### src/rtl/muldiv_ctrl.sv
// Sequential signed 32x32 multiplier (radix-2 Booth) and restoring divider.
// The HI/LO results are registered and held until the next valid completion.
module muldiv_ctrl (
    input  logic        clk,
    input  logic        reset,
    input  logic        start,
    input  logic        op,
    input  logic [31:0] a_in,
    input  logic [31:0] b_in,
    output logic        busy,
    output logic        done,
    output logic        div_zero,
    output logic        hi_w,
    output logic        lo_w,
    output logic [31:0] hi_out,
    output logic [31:0] lo_out,
    output logic [2:0]  dbg_state_o
);

    // Handshake: start is taken only in IDLE (operands sampled on that edge);
    // the result is reported by a single-cycle done pulse, and start seen in
    // any other state is dropped.
    localparam logic [2:0] S_IDLE = 3'd0;
    localparam logic [2:0] S_MULT = 3'd1;
    localparam logic [2:0] S_DIV  = 3'd2;
    localparam logic [2:0] S_FIX  = 3'd3;
    localparam logic [2:0] S_DONE = 3'd4;

    logic [2:0]  state_q, state_d;
    logic [5:0]  cnt_q, cnt_d;
    logic [64:0] p_q, p_d;
    logic [31:0] m_q, m_d;
    logic        sa_q, sa_d;
    logic        sb_q, sb_d;
    logic        dz_q, dz_d;
    logic [31:0] hi_q, hi_d;
    logic [31:0] lo_q, lo_d;

    logic [31:0] abs_a, abs_b;
    logic [32:0] booth_sum;
    logic [64:0] booth_next;
    logic [32:0] div_shift, div_diff;
    logic [31:0] div_rem, div_quo;
    logic [64:0] div_next;

    assign abs_a = a_in[31] ? (32'd0 - a_in) : a_in;
    assign abs_b = b_in[31] ? (32'd0 - b_in) : b_in;

    // Booth add is done at 33 bits so the shifted-in sign stays correct
    // when the multiplicand is 0x80000000.
    always_comb begin
        booth_sum = {p_q[64], p_q[64:33]};
        case (p_q[1:0])
            2'b01:   booth_sum = {p_q[64], p_q[64:33]} + {m_q[31], m_q};
            2'b10:   booth_sum = {p_q[64], p_q[64:33]} - {m_q[31], m_q};
            default: booth_sum = {p_q[64], p_q[64:33]};
        endcase
        booth_next = {booth_sum, p_q[32:1]};
    end

    // Divide layout reuses the product register: {remainder, quotient, spare}.
    always_comb begin
        div_shift = {p_q[64:33], p_q[32]};
        div_diff  = div_shift - {1'b0, m_q};
        if (!div_diff[32]) begin
            div_rem = div_diff[31:0];
            div_quo = {p_q[31:1], 1'b1};
        end else begin
            div_rem = div_shift[31:0];
            div_quo = {p_q[31:1], 1'b0};
        end
        div_next = {div_rem, div_quo, 1'b0};
    end

    always_comb begin
        state_d = state_q;
        cnt_d   = cnt_q;
        p_d     = p_q;
        m_d     = m_q;
        sa_d    = sa_q;
        sb_d    = sb_q;
        dz_d    = dz_q;
        hi_d    = hi_q;
        lo_d    = lo_q;
        case (state_q)
            S_IDLE: begin
                if (start) begin
                    cnt_d = 6'd0;
                    dz_d  = 1'b0;
                    if (!op) begin
                        p_d     = {32'd0, b_in, 1'b0};
                        m_d     = a_in;
                        state_d = S_MULT;
                    end else if (b_in == 32'd0) begin
                        dz_d    = 1'b1;
                        state_d = S_DONE;
                    end else begin
                        p_d     = {32'd0, abs_a, 1'b0};
                        m_d     = abs_b;
                        sa_d    = a_in[31];
                        sb_d    = b_in[31];
                        state_d = S_DIV;
                    end
                end
            end
            S_MULT: begin
                p_d   = booth_next;
                cnt_d = cnt_q + 6'd1;
                if (cnt_q == 6'd31) begin
                    hi_d    = booth_next[64:33];
                    lo_d    = booth_next[32:1];
                    state_d = S_DONE;
                end
            end
            S_DIV: begin
                p_d   = div_next;
                cnt_d = cnt_q + 6'd1;
                if (cnt_q == 6'd31) begin
                    state_d = S_FIX;
                end
            end
            S_FIX: begin
                hi_d    = sa_q ? (32'd0 - p_q[64:33]) : p_q[64:33];
                lo_d    = (sa_q ^ sb_q) ? (32'd0 - p_q[32:1]) : p_q[32:1];
                state_d = S_DONE;
            end
            S_DONE: begin
                state_d = S_IDLE;
            end
            default: begin
                state_d = S_IDLE;
            end
        endcase
    end

    always_ff @(posedge clk) begin
        if (reset) begin
            state_q <= S_IDLE;
            cnt_q   <= 6'd0;
            p_q     <= 65'd0;
            m_q     <= 32'd0;
            sa_q    <= 1'b0;
            sb_q    <= 1'b0;
            dz_q    <= 1'b0;
            hi_q    <= 32'd0;
            lo_q    <= 32'd0;
        end else begin
            state_q <= state_d;
            cnt_q   <= cnt_d;
            p_q     <= p_d;
            m_q     <= m_d;
            sa_q    <= sa_d;
            sb_q    <= sb_d;
            dz_q    <= dz_d;
            hi_q    <= hi_d;
            lo_q    <= lo_d;
        end
    end

    assign busy        = (state_q == S_MULT) || (state_q == S_DIV) || (state_q == S_FIX);
    assign done        = (state_q == S_DONE);
    assign div_zero    = done && dz_q;
    assign hi_w        = done && !dz_q;
    assign lo_w        = done && !dz_q;
    assign hi_out      = hi_q;
    assign lo_out      = lo_q;
    assign dbg_state_o = state_q;

endmodule

### config.mk
export PLATFORM = sky130hd
export DESIGN_NAME = muldiv_ctrl
export DESIGN_NICKNAME = d
export VERILOG_FILES = /design/src/rtl/muldiv_ctrl.sv
export SDC_FILE = /design/constraint.sdc
export NUM_CORES = 1
export LEC_CHECK = 0
export BUFFER_PORTS_ARGS = -buffer_cell sky130_fd_sc_hd__buf_2
export CAP_MARGIN = 20
export CORE_ASPECT_RATIO = 1.2
export CORE_MARGIN = 2
export CORE_UTILIZATION = 29
export CTS_CLUSTER_DIAMETER = 200
export DETAILED_ROUTE_END_ITERATION = 7
export PLACE_DENSITY = 0.55
export SKIP_CTS_REPAIR_TIMING = 1
export SYNTH_ARGS = -nofsm -noshare
export SYNTH_HDL_FRONTEND = slang
export SYNTH_SLANG_ARGS = --single-unit
### constraint.sdc
create_clock -name clk -period 8.77 [get_ports clk]
set_clock_uncertainty 0.05 [all_clocks]
set_input_delay 1.754 -clock clk [delete_from_list [all_inputs] [get_ports clk]]
set_output_delay 1.754 -clock clk [all_outputs]
set_load 0.02 [all_outputs]
==> results.sh, run 1 <==
export IMPL_clock_sinks=173
export IMPL_die_h_um=256
export IMPL_die_w_um=214
export IMPL_rrSetupSlack_ps=3400
export IMPL_path_cells="buf_2 > inv_1 > ha_1 > nor4b_1 > nand4_1 > nor4_2 > a31o_2 > buf_4 > nand2_1 > o221ai_1 > a22oi_1 > o41ai_1"
export IMPL_synthesis_instances=2102
export IMPL_hold_depth=2
export IMPL_finalNetCount=2258
export IMPL_post_drt_wl_per_cell_um=19.9
export IMPL_yosysUniqueCellTypes=82
export IMPL_hold_viol=0
export IMPL_drtAntennaViolNets=0
export IMPL_cellPowerDensity_nw_per_um2=225
export IMPL_std_cell_rows=92
export IMPL_status="finished, final reports clean"
export IMPL_ir_worst_vdd_mv=0.145
export IMPL_grt_max_degree=107
export IMPL_clk_latency_ps=470
export IMPL_syn2layout_area_growth_pct=11.6
export IMPL_clkPwrFrac=0.218
export IMPL_hp_class="reg -> reg"
export IMPL_tightest_slew_ps=1070
export IMPL_drt_pass1_iterations=8
export IMPL_final_cell_mix="nor2_1, a21oi_1, nand2_1"
export IMPL_p_sw_mw=1.81
export IMPL_seqPwrFrac=0.262
export IMPL_setup_slack_ps=3370
export IMPL_r2r_start="m_q[1]"
export IMPL_grt_usage=0.205
export IMPL_criticalPathCategory="in -> reg"
export IMPL_grt_pass1_wl_um=87500
export IMPL_slowest_delay_ps=900
export IMPL_maxCapViolations=0
export IMPL_async_flop_share=0
export IMPL_io_buffers=139
export IMPL_numCtsBuffers=17
export IMPL_pin_count=140
export IMPL_via_per_inst=5.59
export IMPL_avgSynthCellArea_um2=7.29
export IMPL_clockRootBuffer="clkbuf_16"
export IMPL_layout_drive_gt1_share=0.109
export IMPL_synth_ff_type="dfxtp_1"
export IMPL_start_util=0.292
export IMPL_overflow=0
export IMPL_synth_fp_nets=2243
export IMPL_utilization=0.326
export IMPL_clock_path_buffers=2
export IMPL_fin_crit_ps=5400
export IMPL_worstSetupStartpoint="b_in[0]"
export IMPL_finalMaxSlewViolations=0
export IMPL_n_fill_cell=5612
export IMPL_cp_arrival_ps=5720
export IMPL_crit_slowest_cell="nor4b_1"
export IMPL_synth_edf_count=0
export IMPL_period_share=0.616
export IMPL_place_gp_congestion=0.939
export IMPL_cp_data_required_time_ps=9090
export IMPL_fmax_mhz=185
export IMPL_maxSlewHeadroom=0.273
export IMPL_die_area_um2=54700
export IMPL_switching_share=0.470
export IMPL_start_kind="input port"
export IMPL_worstPathMaxFanout=36
export IMPL_multi_input_area_um2=11000
export IMPL_p_int_mw=2.04
export IMPL_cts_tree="done"
export IMPL_crit_path_end="p_q[64]"
export IMPL_ys_seq_elements=173
export IMPL_clkSlewWorstSetupHoldPaths_ps=80
export IMPL_ys_seq_area_frac=0.226
export IMPL_total_leakage_power_nw=6.69
export IMPL_totalWireLength_um=56400
export IMPL_drt_iter0_drc=1211
export IMPL_setup_viol=0
export IMPL_cp_end_kind="flip-flop"
export IMPL_final_common_cell="nor2_1"
export IMPL_ys_warn_count=0
export IMPL_register_area_um2=3460
export IMPL_netlist_area_um2=15300
export IMPL_antenna_found_initial=1
export IMPL_pwr_share_comb=0.520
export IMPL_core_area_um2=52400
export IMPL_dpl_hpwl_um=43100
export IMPL_post_place_ws_ps=2810
export IMPL_reg2reg_depth=16
export IMPL_vias=15800
export IMPL_htreeDepth=4
export IMPL_rsz0062_at_grt="no"
export IMPL_setup_tns_ps=0
export IMPL_worstReg2RegEnd="hi_out[30]"
export IMPL_drc=0
export IMPL_grt_pass1_vias=15100
layout make-up:
| type | instances | area share |
|---|---|---|
| Antenna cell | 1 | 0.000146 |
| Clock buffer | 17 | 0.0249 |
| Clock inverter | 15 | 0.0128 |
| Inverter | 73 | 0.0160 |
| Multi-Input combinational cell | 1692 | 0.641 |
| Sequential cell | 173 | 0.203 |
| Tap cell | 705 | 0.0516 |
| Timing Repair Buffer | 160 | 0.0514 |
cell families (layout without fill, tap and decap cells):
logic type | Yosys count | in the layout | synth area share
compound gates | 708 | 708 | 0.309
xor+xnor | 203 | 203 | 0.116
fa+ha+maj | 73 | 73 | 0.0606
buf+inv | 237 | 265 | 0.0620
flops | 173 | 173 | 0.226
mux | 36 | 36 | 0.0244
other cells | 0 | 1 | 0
simple gates | 672 | 672 | 0.202
layer usage:
metal	wire (um)	global-route usage	share of wire	up-vias
met5	0	0	0	-
met1	24000	0.252	0.42	7608
li1	-	-	-	7733
met2	27900	0.354	0.49	412
met4	2540	0.0968	0.045	0
met3	2030	0.0209	0.036	90
worst min-delay path by stage:
stage | startpoint | to | slack (ps)
5_1_grt | lo_out[2] | lo_out[2] | 430
3_3_place_gp | lo_out[21] | lo_out[21] | 390
4_1_cts | lo_out[30] | lo_out[30] | 410
3_5_place_dp | lo_out[8] | lo_out[8] | 400
6_report | lo_out[27] | lo_out[27] | 410
2_1_floorplan | cnt_q[5] | cnt_q[5] | 390
state kept, by name (all words and copies together), names as in the netlist:
register,count
hi_out,32
p_q,65
sa_q,1
dz_q,1
sb_q,1
lo_out,32
cnt_q,6
m_q,32
dbg_state_o,3
power groups by stage:
stage	logic (mW)	clock network [mW]	registers, mW
2_1_floorplan	1.54	0	0.938
3_3_place_gp	1.97	0	1.02
3_5_place_dp	1.98	0	1.02
4_1_cts	1.99	0.850	1.00
5_1_grt	2.21	0.878	1.02
6_report	2.00	0.838	1.01
Yosys cell counts (12+ instances only):
cell      instances  area share
nor2_1          271       0.066
a21oi_1         204       0.067
nand2_1         196       0.048
dfxtp_1         173        0.23
clkbuf_1        133       0.033
xnor2_1         111       0.063
o21ai_0          93       0.030
xor2_1           92       0.053
inv_1            73       0.018
ha_1             71       0.058
a211oi_1         61       0.030
o31ai_1          39       0.019
a222oi_1         35       0.023
a21o_1           31       0.015
nor3_1           31       0.010
o221ai_1         30       0.017
nand3_1          28      0.0091
a31oi_1          27       0.011
mux2i_1          25       0.016
o211ai_1         25       0.012
o22ai_1          20      0.0082
a22oi_1          18      0.0088
nand2b_1         18      0.0074
nor2b_1          17      0.0069
and3_1           15      0.0061
buf_2            15      0.0049
o21a_1           15      0.0074
o21ai_1          15      0.0049
o41ai_1          14      0.0080
or3_1            13      0.0053
o32ai_1          12      0.0069
or4_1            12      0.0059
stage by stage:
step           std cells  total power [mW]  cell area (um2)  hold slack (ps)
6_report            2836              3.85            17100              408
5_1_grt             2836              4.11            17100              432
4_1_cts             2832              3.85            17100              411
3_5_place_dp        2800              3.00            16400              398
3_3_place_gp        2800              2.99            16400              391
2_1_floorplan       2102              2.48            15300              388
critical path, delay by kind of cell:
kind,cells,cell delay (ps)
AO/OA/AOI/OAI,4,820
adder cells (fa/ha/maj),1,270
buffers and inverters,3,660
AND/OR/NAND/NOR,4,2180
No activity file was read; power rests on OpenSTA's default activity.
==> inputs of run 2 (changes only) <==
- clock period: 8.77 -> 5.1 ns (I/O delays scaled with it)
==> run 2 against run 1 <==
  * Final cell count is 0.92% higher
  * Non-clock buffer count is 27 higher
  * Global-route usage grew 1.2 points
  * Hold slack got worse by 7.3 ps
  * Core utilization up 0.39 points
  * Via count increased by 1.3%
  * Cell area grew 1.2%
  * Routed wire length grew 6.0%
  * Die area is the same
  * First-iteration DRC count is 4.0% higher
  * Sequential cell count did not move
  * Largest power group unchanged
==> results.sh, run 2 (synthesis gave the netlist of run 1 again) <==
export IMPL_grt_pass1_wl_um=91700
export IMPL_total_leakage_power_nw=6.84
export IMPL_final_common_cell="nor2_1"
export IMPL_drtAntennaViolNets=0
export IMPL_syn2layout_area_growth_pct=13.0
export IMPL_antenna_cells=0
export IMPL_cellPowerDensity_nw_per_um2=387
export IMPL_rsz0062_at_grt="no"
export IMPL_setup_viol=0
export IMPL_clock_sinks=173
export IMPL_drt_iter0_drc=1259
export IMPL_period_share=0.914
export IMPL_drt_pass1_iterations=5
export IMPL_maxSlewHeadroom=0.354
export IMPL_dpl_hpwl_um=46200
export IMPL_numCtsBuffers=17
export IMPL_slowest_delay_ps=470
export IMPL_htreeDepth=4
export IMPL_status="finished, final reports clean"
export IMPL_overflow=0
export IMPL_fmax_mhz=214
export IMPL_antenna_found_initial=0
export IMPL_hp_class="reg -> reg"
export IMPL_ir_worst_vdd_mv=0.265
export IMPL_hold_depth=2
export IMPL_maxCapViolations=0
export IMPL_clockRootBuffer="clkbuf_16"
export IMPL_pin_count=140
export IMPL_vias=16000
export IMPL_cp_arrival_ps=4970
export IMPL_crit_family="simple AND/OR/NAND/NOR gates"
export IMPL_core_area_um2=52400
export IMPL_start_util=0.292
export IMPL_min_from="lo_out[3]"
export IMPL_drc=0
export IMPL_rrSetupSlack_ps=440
export IMPL_crit_slowest_cell="or4b_1"
export IMPL_cts_tree="done"
export IMPL_layout_drive_gt1_share=0.121
export IMPL_criticalPathCategory="reg -> reg"
export IMPL_grt_pass1_vias=15400
export IMPL_clock_path_buffers=2
export IMPL_grt_max_degree=133
export IMPL_setup_tns_ps=0
export IMPL_cp_num_buf_inv=0
export IMPL_crit_path_frequent_cell="and3_1"
export IMPL_hold_viol=0
export IMPL_setup_slack_ps=438
export IMPL_instances_no_fill=2862
export IMPL_totalWireLength_um=59800
export IMPL_die_area_um2=54700
export IMPL_final_cell_mix="nor2_1, a21oi_1, nand2_1"
export IMPL_start_kind="flip-flop"
export IMPL_regMostFlops="p_q"
export IMPL_fin_crit_ps=4660
export IMPL_dp_cells=2827
export IMPL_std_cell_rows=92
export IMPL_reg2reg_depth=18
export IMPL_grt_usage=0.217
export IMPL_finalNetCount=2285
export IMPL_die_h_um=256
export IMPL_place_gp_congestion=0.929
export IMPL_cp_data_required_time_ps=5410
export IMPL_worst_hold_path_endpoint="lo_out[3]"
export IMPL_clk_latency_ps=470
export IMPL_post_place_ws_ps=259
export IMPL_largest_register_ffs=65
export IMPL_worstReg2RegEnd="hi_out[30]"
export IMPL_path_cells="nor4_1 > and4_1 > nand3_1 > nor2_1 > and2_1 > and3_1 > a21oi_1 > xnor2_1 > ha_1 > and3_1 > nand3_1 > or2_2 > a211oi_1 > a2111oi_2 > o21ai_1 > or4b_1 > and3_1 > o32ai_1"
export IMPL_cp_depth=18
export IMPL_tightest_slew_ps=966
export IMPL_clkSlewWorstSetupHoldPaths_ps=70
export IMPL_utilization=0.330
export IMPL_via_per_inst=5.61
export IMPL_finalMaxSlewViolations=0
export IMPL_r2r_start="m_q[8]"
export IMPL_io_buffers=139
export IMPL_worstPathMaxFanout=6
export IMPL_cp_end_kind="flip-flop"
export IMPL_die_w_um=214
export IMPL_post_drt_wl_per_cell_um=20.9
==> run 2: cell types whose count changed in the layout (fill, tap and decap cells not counted), sizes merged <==
cell,change
inv,+1
diode,-1
clkbuf,+3
buf,+27
clkinv,-4
==> run 2: power breakdown <==
group          switching, mW  internal [mW]  total, mW
clock                  0.658          0.688       1.35
sequential             0.234           1.47       1.70
combinational           2.21           1.44       3.65
total                   3.10           3.59       6.70
==> run 2: tightest hold or removal path, cell delays in order (launching register included) <==
cell,delay (ps)
dfxtp_1,310
nand2_1,50
a21oi_1,50
==> run 2: worst max-delay path by stage <==
stage                       to  slack (ps)  startpoint
finish              hi_out[30]         440      m_q[8]
global route        hi_out[30]          50      m_q[8]
CTS                 hi_out[30]         230      m_q[8]
detailed placement  hi_out[30]         260      m_q[8]
global placement    hi_out[30]         410      m_q[8]
floorplan           hi_out[30]         840      m_q[8]
==> run 2: final cells by class <==
| cell class | count | area [um2] |
|---|---|---|
| clock buffer | 20 | 467 |
| clock inverter | 12 | 118 |
| fill | 5644 | 35100 |
| inverter | 73 | 274 |
| multi-input combinational | 1692 | 11000 |
| sequential | 173 | 3460 |
| tap | 705 | 882 |
| timing repair buffer | 187 | 1140 |
==> run 2: routing by layer <==
metal	global-route usage	vias to the layer above	routed length [um]
li1	-	7791	-
met1	0.269	7667	25400
met2	0.369	483	29100
met3	0.0240	106	2490
met4	0.107	0	2870
met5	0	-	0
==> run 2: stage by stage <==
| stage | area (um2) | power (mW) | hold slack [ps] |
|---|---|---|---|
| floorplan | 15300 | 4.27 | 388 |
| global placement | 16700 | 5.32 | 392 |
| detailed placement | 16700 | 5.34 | 392 |
| CTS | 17300 | 6.71 | 401 |
| global route | 17300 | 7.14 | 430 |
| finish | 17300 | 6.70 | 401 |
